<file path="src/rtl/acc_pkg.sv">
// Shared types and the add/saturate helper for the multi-channel accumulator.
package acc_pkg;

  typedef enum logic {ACC_S, DUMP_S} acc_state_t;

  // Widest accumulator the helper supports; callers pass their real width.
  localparam int ADD_MAX_W = 32;

  // Returns {ovf_bit, new_acc}; only the low 'width' bits of new_acc are meaningful.
  function automatic logic [ADD_MAX_W:0] acc_add(input logic [ADD_MAX_W-1:0] acc,
                                                 input logic [ADD_MAX_W-1:0] din,
                                                 input int unsigned          width,
                                                 input logic                 sat);
    logic [ADD_MAX_W:0] sum;
    logic [ADD_MAX_W:0] mask;
    logic [ADD_MAX_W:0] res;
    logic               carry;
    sum   = {1'b0, acc} + {1'b0, din};
    carry = sum[width];
    mask  = ({{ADD_MAX_W{1'b0}}, 1'b1} << width) - 1'b1;
    if (sat && carry) res = mask;
    else              res = sum & mask;
    return {carry, res[ADD_MAX_W-1:0]};
  endfunction

endpackage

</file>
<file path="src/rtl/acc_lane.sv">
// One accumulator channel: register, wrap/saturate add and sticky overflow flag.
module acc_lane
  import acc_pkg::*;
#(
  parameter int WIDTH     = 8,
  parameter int ACC_WIDTH = 16
) (
  input  logic                 clk,
  input  logic                 reset,
  input  logic                 en_i,
  input  logic [WIDTH-1:0]     din_i,
  input  logic                 sat_i,
  input  logic                 clr_i,
  output logic [ACC_WIDTH-1:0] acc_o,
  output logic                 ovf_o
);

  logic [ACC_WIDTH-1:0] acc_q, acc_d;
  logic                 ovf_q, ovf_d;
  logic [ADD_MAX_W:0]   add_r;
  logic [ADD_MAX_W-1-ACC_WIDTH:0] unused_hi;

  assign add_r     = acc_add(ADD_MAX_W'(acc_q), ADD_MAX_W'(din_i), ACC_WIDTH, sat_i);
  assign unused_hi = add_r[ADD_MAX_W-1:ACC_WIDTH];

  always_comb begin
    acc_d = acc_q;
    ovf_d = ovf_q;
    if (clr_i) begin
      acc_d = '0;
      ovf_d = 1'b0;
    end else if (en_i) begin
      acc_d = add_r[ACC_WIDTH-1:0];
      ovf_d = ovf_q | add_r[ADD_MAX_W];
    end
  end

  always_ff @(posedge clk) begin
    if (!reset) begin
      acc_q <= '0;
      ovf_q <= 1'b0;
    end else begin
      acc_q <= acc_d;
      ovf_q <= ovf_d;
    end
  end

  assign acc_o = acc_q;
  assign ovf_o = ovf_q;

endmodule

</file>
<file path="src/rtl/acc_multi.sv">
// Multi-channel accumulator with valid/ready input and a streamed dump of all channels.
module acc_multi
  import acc_pkg::*;
#(
  parameter int WIDTH       = 8,
  parameter int ACC_WIDTH   = 16,
  parameter int CHANNELS    = 4,
  parameter int CLR_ON_DUMP = 1,
  localparam int CH_W       = $clog2(CHANNELS)
) (
  input  logic                 clk,
  input  logic                 reset,
  input  logic                 in_valid,
  output logic                 in_ready,
  input  logic [WIDTH-1:0]     in_data,
  input  logic [CH_W-1:0]      in_ch,
  input  logic                 sat_mode,
  input  logic                 clr,
  input  logic                 dump,
  output logic                 out_valid,
  input  logic                 out_ready,
  output logic [ACC_WIDTH-1:0] out_data,
  output logic [CH_W-1:0]      out_ch,
  output logic                 out_last,
  output logic [CHANNELS-1:0]  ovf,
  output logic                 busy
);

  acc_state_t          state_q, state_d;
  logic [CH_W-1:0]     idx_q, idx_d;
  logic                accept;
  logic                out_hs;
  logic                clr_all;
  logic                last_idx;
  logic [ACC_WIDTH-1:0] acc_arr [CHANNELS];

  assign in_ready = reset && (state_q == ACC_S) && !clr;
  assign accept   = in_valid && in_ready;
  assign clr_all  = (state_q == ACC_S) && clr;
  assign last_idx = (idx_q == CH_W'(CHANNELS - 1));
  assign out_hs   = out_valid && out_ready;

  // Out-of-range in_ch matches no lane, so such beats are consumed without effect.
  for (genvar g = 0; g < CHANNELS; g++) begin : g_lane
    logic dump_clr;
    assign dump_clr = (CLR_ON_DUMP != 0) && out_hs && (idx_q == CH_W'(g));
    acc_lane #(
      .WIDTH     (WIDTH),
      .ACC_WIDTH (ACC_WIDTH)
    ) u_lane (
      .clk   (clk),
      .reset (reset),
      .en_i  (accept && (in_ch == CH_W'(g))),
      .din_i (in_data),
      .sat_i (sat_mode),
      .clr_i (clr_all || dump_clr),
      .acc_o (acc_arr[g]),
      .ovf_o (ovf[g])
    );
  end

  always_ff @(posedge clk) begin
    if (!reset) begin
      state_q <= ACC_S;
      idx_q   <= '0;
    end else begin
      state_q <= state_d;
      idx_q   <= idx_d;
    end
  end

  always_comb begin
    state_d = state_q;
    idx_d   = idx_q;
    case (state_q)
      ACC_S: begin
        if (!clr && dump) state_d = DUMP_S;
      end
      DUMP_S: begin
        if (out_hs) begin
          if (last_idx) begin
            idx_d   = '0;
            state_d = ACC_S;
          end else begin
            idx_d = idx_q + 1'b1;
          end
        end
      end
      default: state_d = ACC_S;
    endcase
  end

  always_comb begin
    out_valid = (state_q == DUMP_S);
    busy      = (state_q == DUMP_S);
    out_ch    = idx_q;
    out_data  = acc_arr[idx_q];
    out_last  = last_idx;
  end

endmodule

</file>
<file path="config.mk">
export PLATFORM = sky130hd
export DESIGN_NAME = acc_multi
export DESIGN_NICKNAME = d
export VERILOG_FILES = /design/src/rtl/acc_pkg.sv /design/src/rtl/acc_lane.sv /design/src/rtl/acc_multi.sv
export SDC_FILE = /design/constraint.sdc
export NUM_CORES = 1
export LEC_CHECK = 0
export ABC_AREA = 1
export BUFFER_PORTS_ARGS = -buffer_cell sky130_fd_sc_hd__buf_2
export CORE_AREA = 2 2 116 84
export DETAILED_ROUTE_END_ITERATION = 8
export DIE_AREA = 0 0 118 86
export PLACE_DENSITY = 0.87
export SYNTH_ARGS = -nofsm -noshare
export SYNTH_HDL_FRONTEND = slang
export SYNTH_SLANG_ARGS = --single-unit
export TNS_END_PERCENT = 100
</file>
<file path="constraint.sdc">
create_clock -name clk -period 3.5 [get_ports clk]
set_clock_uncertainty 0.2 [all_clocks]
set_input_delay 0.7 -clock clk [delete_from_list [all_inputs] [get_ports clk]]
set_output_delay 0.7 -clock clk [all_outputs]
set_load 0.02 [all_outputs]
</file>
Word level (Yosys, flattened, before mapping)
Cells that the tools add are included.

Add/sub/neg operators: 5. Order comparisons: 1. Eq/ne operators: 6. Multiplexer cells: 12. Bitwise operators: 7. Reduce and logical (&&, ||, !) cells: 30.

Operators with widths (count): two-way mux 16 bit (6); adder 16 x 8 -> 17 bit (4); binary-select mux 16 bit (select 2 bit) (1); logical AND 1 bit (18); equality test 2 bit, second input constant (4); OR reduction 2 bit (4); equality test 2 x 1 -> 1 bit, second input constant (2); zero test 2 bit (2); logical OR 1 bit (4); bitwise OR 1 bit (4); greater-or-equal comparator 3 bit, second input constant (1); two-way mux 1 bit (3); NOT 2 -> 3 bit (1); adder 2 x 1 -> 2 bit, second input constant (1); two-way mux 2 bit (1); NOT 1 bit (2); case mux 1 bit (2 select lines) (1); AND reduction 2 bit (1); zero test 1 bit (1).

Bits in registers: 71. Output and inout port bits: 26.

Depth between registers and ports, before layout
Gate-level depths: netlist (run 1).

Depth in word-level cells: 5. Depth in mapped cells: 12.

Cells and area by module
Synthesis (run 1) repeated with hierarchy kept, for this count alone.

Cells, all modules: 1010. Area, all modules: 6123.4 um^2.

Modules (own cells, without submodules): acc_lane (g_lane[1].u_lane ...) (times used 3, cells each 205, area an instance 1293.7 um^2, seq. area each 340.3 um^2); acc_lane (g_lane[0].u_lane) (times used 1, cells each 194, area an instance 1261.2 um^2, seq. area each 340.3 um^2); acc_multi (times used 1, cells each 201, area an instance 980.9 um^2, seq. area each 60.1 um^2).

Least setup slack after synthesis (run 1)
No wires, ideal clock.

Path type: input-to-reg. From: input port in_data[0]. To: register g_lane[1].u_lane.acc_q[5]. Arrival time: 2.146 ns. Path slack: 1.024 ns. Stages: 8. Cell sequence: ha_1 fa_1 nand2_1 nand3_1 nand3_1 nand2_1 a21oi_1 a21oi_1.

Longest elaborated chain between the ends: 3.

Ends and longest elaborated chain: start: declaration (RTL line acc_multi.sv:15) `input logic [WIDTH-1:0] in_data,`; adder 16 x 8 -> 17 bit * (RTL line acc_pkg.sv:18) `sum = {1'b0, acc} + {1'b0, din};`; logical AND 1 bit (RTL line acc_pkg.sv:21) `if (sat && carry) res = mask;`; two-way mux 16 bit * (RTL line acc_pkg.sv:21); end signal: assignment (RTL line acc_lane.sv:40) `acc_q <= '0;`; end signal: assignment (RTL line acc_lane.sv:43) `acc_q <= acc_d;`; end: declaration (RTL line acc_lane.sv:18) `logic [ACC_WIDTH-1:0] acc_q, acc_d;`.

Mark *: on every way between the ends. The rest lies on a longest branch, timed or not. A chain may end at the register's enable or synchronous reset.

Worst setup path after layout (run 1)
From: register idx_q[1] (netlist: out_ch[1]). To: output port out_data[1].

Longest elaborated chain between the ends: 4.

Ends and longest elaborated chain: start: declaration (RTL line acc_multi.sv:30) `logic [CH_W-1:0] idx_q, idx_d;`; start signal: assignment (RTL line acc_multi.sv:68) `idx_q <= idx_d;`; NOT 2 -> 3 bit (not written as such) (RTL line acc_multi.sv:97) `out_data = acc_arr[idx_q];`; binary-select mux 16 bit (select 2 bit) (RTL line acc_multi.sv:97); two-way mux 16 bit (not written as such) (2 in series) (RTL line acc_multi.sv:97); end: declaration (RTL line acc_multi.sv:22) `output logic [ACC_WIDTH-1:0] out_data,`.

Every way passes these cells. The select of a mux whose other input is x is not followed.

==> results of run 1 <==
-- Yosys cell counts (all sizes together) --
| library cell | number | share of area, % |
|---|---|---|
| a21o | 3 | 0.39 |
| or2 | 4 | 0.43 |
| ha | 36 | 7.7 |
| clkbuf | 8 | 0.52 |
| nand4 | 14 | 1.8 |
| nand2 | 248 | 16 |
| inv | 129 | 8.3 |
| o21ai | 55 | 4.7 |
| nor2 | 127 | 8.9 |
| xnor2 | 7 | 1.1 |
| nand3 | 99 | 9.1 |
| nor3 | 9 | 0.95 |
| dfxtp | 71 | 24 |
| o21a | 2 | 0.26 |
| buf | 17 | 2.1 |
| xor2 | 14 | 2.1 |
| a31oi | 12 | 1.3 |
| and3 | 1 | 0.11 |
| nand3b | 1 | 0.13 |
| o22ai | 6 | 0.64 |
| a21oi | 78 | 6.8 |
| a21boi | 3 | 0.39 |
| and2 | 1 | 0.11 |
| fa | 4 | 1.4 |
| clkinv | 2 | 0.13 |
-- critical path: stages (launching register included) --
cell	delay [ns]
dfxtp_1	0.49
clkinv_1	0.61
a21oi_1	0.31
o21ai_0	0.12
o21ai_0	0.14
buf_2	0.22
-- through the flow --
step           setup WS, ns  cells  utilization [%]  total power, mW  hold WS (ns)
3_3_place_gp          0.628   1097             67.8             1.07         0.234
5_1_grt               0.209   1113             71.2             2.10         0.285
6_report              0.357   1113             71.2             2.03         0.245
4_1_cts               0.430   1113             71.2             2.03         0.250
2_1_floorplan          1.02    951                -            0.996         0.230
3_5_place_dp          0.548   1097             67.8             1.07         0.241
-- final timing paths --
kind	start	end	slack [ns]	cells after the start
min	g_lane[0].u_lane.ovf_o$_SDFFE_PP0P_	g_lane[0].u_lane.ovf_o$_SDFFE_PP0P_	0.25	2
min reg2reg	g_lane[0].u_lane.ovf_o$_SDFFE_PP0P_	g_lane[0].u_lane.ovf_o$_SDFFE_PP0P_	0.25	2
max reg2reg	out_ch[1]$_SDFFE_PN0P_	g_lane[0].u_lane.acc_o[1]$_SDFFE_PP0P_	0.88	5
max	out_ch[1]$_SDFFE_PN0P_	out_data[1]	0.36	5
-- power by group --
part	leakage, nW	switching [mW]	internal, mW
Clock	0.156	0.361	0.608
Sequential	0.572	0.00682	0.813
Combinational	2.52	0.172	0.0727
-- kinds of logic after synthesis --
kind of cell             synth area share, %
XOR/XNOR                                3.16
adder cells (fa/ha/maj)                 9.11
AND/OR/NAND/NOR                         37.8
buffers and inverters                   11.0
AO/OA/AOI/OAI                           14.5
flip-flops                              24.4
-- metal layers --
layer	vias up	part of all wire [%]	GRT usage, %
li1	3149	-	-
met1	2793	45	47.8
met2	355	41	49.4
met3	29	13	6.91
met4	0	2.1	11.5
met5	-	0	0
-- flip-flops by register name, indices dropped and copies added, names as in the netlist --
signal	count
g_lane.u_lane.ovf_o	4
out_ch	2
busy	1
g_lane.u_lane.acc_o	64
-- layout make-up --
| cell class | count | area (sq um) | area share, % |
|---|---|---|---|
| Clock buffer | 13 | 270 | 4.23 |
| Clock inverter | 3 | 40.0 | 0.627 |
| Inverter | 131 | 492 | 7.70 |
| Multi-Input combinational cell | 724 | 3760 | 58.9 |
| Sequential cell | 71 | 1420 | 22.3 |
| Tap cell | 124 | 155 | 2.43 |
| Timing Repair Buffer | 47 | 248 | 3.88 |
==> run metrics, run 1 <==
final hold violations 0; Final setup viols 0; VDD IR max between 200 and 300 uV; Final ANT Viol Nets 0; Die ar. 10100 sq um; final net count approximately 1.0k; synth unique cells 40; # fillers 815; commonest non-fill, non-tap cell in the layout nand2_1; status complete, no violations; YS warnings 0; CP Capture Type output pin; Core Region 8960 sq um; Seq/Total Area, Yosys between 20% and 30%; CTS clk-pin slew, worst paths approximately 0.06 ns; crit path time final between 3 and 4 ns; drt via density 5.68; RSZ-0062 raised after global routing no; CTS Root Cell clkbuf_16; global-route wire length before repair 26.8 mm; Syn Nets roughly 1.0k; post-CTS setup buffers 0; clk sinks 71; Hold WC Path Type register to register; initial antenna violation count 0; f_max between 300 and 400 MHz; max_cap viols 0; post-cts gate resize count 0; I/O pins 43; placed cell area ~6100 sq um; drt pass-1 iters 5; # hold bufs at CTS 0; Die Height 86 um; grt ovf 0; Post-Syn Area about 5800 sq um; drt wl/cell 14.9 um; Crit path required time 2.60 ns; Initial DRC Count ~780; final instance area between 6000 and 7000 sq um; largest net degree at the start of global routing 30; layout cells sized above 1 roughly 8.7%; Die Wd approximately 120 um; post-synthesis register bit count approximately 70; H-tree Lvls 3; fin crit share roughly 90%; Slew HR a little over half; Synth Instances 951; FP Rows 29; critical path peak fanout 29; total CTS buffers 9; CTS tree done; routed vias 6326; drt drc 0; type of origin of the critical path register; Pins Over Slew Limit 0; TNS Setup 0 ns; critical path type register to output pin; clock latency on the worst-skew pair around 0.34 ns; power per cell area 319 nW/um^2; Mean Syn Cell Area between 6 and 7 sq um; total track usage 33.3%; number of global-route vias before repair about 5.4k; n_diodes 0; RePlAce Congestion approximately 0.99; Leakage about 3.2 nW; Initial Util between 60% and 70%; critical path arrival approximately 2.2 ns; most frequent cells in the layout nand2_1, inv_1, nor2_1; final WL about 17 mm; number of buffers on the longest clock path 2; dpl hpwl about 13 mm; area delta synth->final 9.65%; Worst-Margin Slew a little under 0.7 ns; port bufs 42
No activity file was read; power rests on OpenSTA's default activity.
==> run 2: changes to the inputs <==
--- a/config.mk
+++ b/config.mk
@@ -7,10 +7,10 @@
 export LEC_CHECK = 0
 export ABC_AREA = 1
 export BUFFER_PORTS_ARGS = -buffer_cell sky130_fd_sc_hd__buf_2
-export CORE_AREA = 2 2 116 84
+export CORE_AREA = 2 2 109 90
 export DETAILED_ROUTE_END_ITERATION = 8
-export DIE_AREA = 0 0 118 86
-export PLACE_DENSITY = 0.87
+export DIE_AREA = 0 0 111 92
+export PLACE_DENSITY = 0.86
 export SYNTH_ARGS = -nofsm -noshare
 export SYNTH_HDL_FRONTEND = slang
 export SYNTH_SLANG_ARGS = --single-unit
==> run 2 against run 1 <==
- largest power group unchanged
- highest routed layer unchanged
- flip-flop and latch count unchanged
- clock power fell by 4.6%
- largest cell class unchanged
- critical path depth unchanged
==> run metrics, run 2 (synthesized netlist as in run 1, its figures left out) <==
met2 global-route usage about 49%; RSZ-0062 raised after global routing no; Critical Path Max Stage Delay a little over 0.6 ns; commonest non-fill, non-tap cell in the layout nand2_1; critical path, cell by cell clkinv_1 > a21oi_1 > o21ai_0 > o21ai_0 > buf_2; drt wl/cell between 10 and 15 um; RePlAce Congestion just under 1; grt ovf 0; status complete, no violations; post-layout util 68.7%; type of origin of the critical path register; I/O pins 43; H-tree Lvls 3; crit path time final approximately 3.2 ns; n_diodes 0; Pins Over Slew Limit 0; f_max about 320 MHz; gr busiest metal met2; met1 global-route usage 46.5%; Final setup viols 0; post-cts gate resize count 0; CTS tree done; critical path type register to output pin; layout cells sized above 1 8.50%; hold_ws approximately 0.25 ns; non-filler cells, final 1107; most used cell, CP o21ai_0; Post-Place Worst Slack 0.637 ns; VDD IR max 240 uV; CP Capture Type output pin; critical path peak fanout 29; final net count 1040; post-CTS setup buffers 0; Final ANT Viol Nets 0; CTS Root Cell clkbuf_16; placed insts roughly 1.1k; Hold WC Path Type register to register; area delta synth->final 9.09%; global-route wire length before repair between 20 and 30 mm; FP Rows 32; drt pass-1 iters 5; Initial DRC Count 482; Die Height between 90 and 100 um; max_cap viols 0; multi-input logic area ~3800 sq um; Worst Setup Slack, final around 0.34 ns; Core Region 9250 sq um; total CTS buffers 9; largest net degree at the start of global routing 33; clock latency on the worst-skew pair 0.34 ns; Worst-Margin Slew 0.811 ns; power per cell area between 300 and 400 nW/um^2; port bufs between 40 and 50; register area around 1400 sq um; drt via density between 5 and 6; most frequent cells in the layout nand2_1, inv_1, nor2_1; Crit path required time around 2.6 ns; Die ar. just over 10000 sq um; Slew HR 45.9%; max reg flops 64; total track usage between 30% and 40%; # hold bufs at CTS 0; met3 global-route usage under 10%; final WL ~16 mm; Initial Util between 60% and 70%; final hold violations 0; Leakage approximately 3.2 nW; clk sinks approximately 70; number of global-route vias before repair 5510; # fillers ~850; drt drc 0; number of buffers on the longest clock path 2; Slowest-stage cell, CP clkinv_1; fin crit share roughly nine tenths; critical path arrival about 2.3 ns; initial antenna violation count 0; Die Wd ~110 um; TNS Setup 0 ns; CTS clk-pin slew, worst paths roughly 0.060 ns; routed vias 6171; dpl hpwl between 10 and 15 mm
==> run 2: cell types whose count changed in the layout (fill, tap and decap cells not counted), sizes merged <==
cell / before / now
buf: 47 / 46
clkbuf: 13 / 12
clkinv: 4 / 5
==> run 2: critical path, delay by kind of cell, from the launching register on <==
family | cells | cell delay, ns
buf+inv | 2 | 0.84
compound gates | 3 | 0.60
flops | 1 | 0.49
==> run 2: path summary, 6_finish.rpt <==
kind	from	depth (start not counted)	end	slack (ns)
worst max-delay path	out_ch[1]$_SDFFE_PN0P_	5	out_data[1]	0.34
worst min-delay path	g_lane[0].u_lane.ovf_o$_SDFFE_PP0P_	2	g_lane[0].u_lane.ovf_o$_SDFFE_PP0P_	0.25
worst max register to register	out_ch[1]$_SDFFE_PN0P_	5	g_lane[1].u_lane.acc_o[8]$_SDFFE_PP0P_	0.79
worst min register to register	g_lane[0].u_lane.ovf_o$_SDFFE_PP0P_	2	g_lane[0].u_lane.ovf_o$_SDFFE_PP0P_	0.25
==> run 2: metal layers <==
layer | share of wire [%] | up-vias
met5 | 0 | -
met4 | 4.0 | 0
met3 | 11 | 41
met2 | 42 | 279
met1 | 43 | 2699
li1 | - | 3152
==> run 2: layout make-up <==
type | count | area share (%)
Multi-Input combinational cell | 724 | 59.2
Clock buffer | 12 | 3.88
Sequential cell | 71 | 22.4
Clock inverter | 4 | 0.709
Inverter | 131 | 7.74
Timing Repair Buffer | 46 | 3.78
Tap cell | 119 | 2.34
==> run 2: power breakdown <==
group | internal, mW | total (mW) | switching, mW
clock | 0.568 | 0.924 | 0.356
combinational | 0.0721 | 0.243 | 0.171
sequential | 0.813 | 0.821 | 0.00747
total | 1.45 | 1.99 | 0.534
==> run 2: stage by stage <==
step / cell area (sq um) / total power, mW
3_3_place_gp: 6060 / 1.07
2_1_floorplan: 5820 / 0.996
5_1_grt: 6350 / 2.06
4_1_cts: 6350 / 1.98
3_5_place_dp: 6060 / 1.07
6_report: 6350 / 1.99
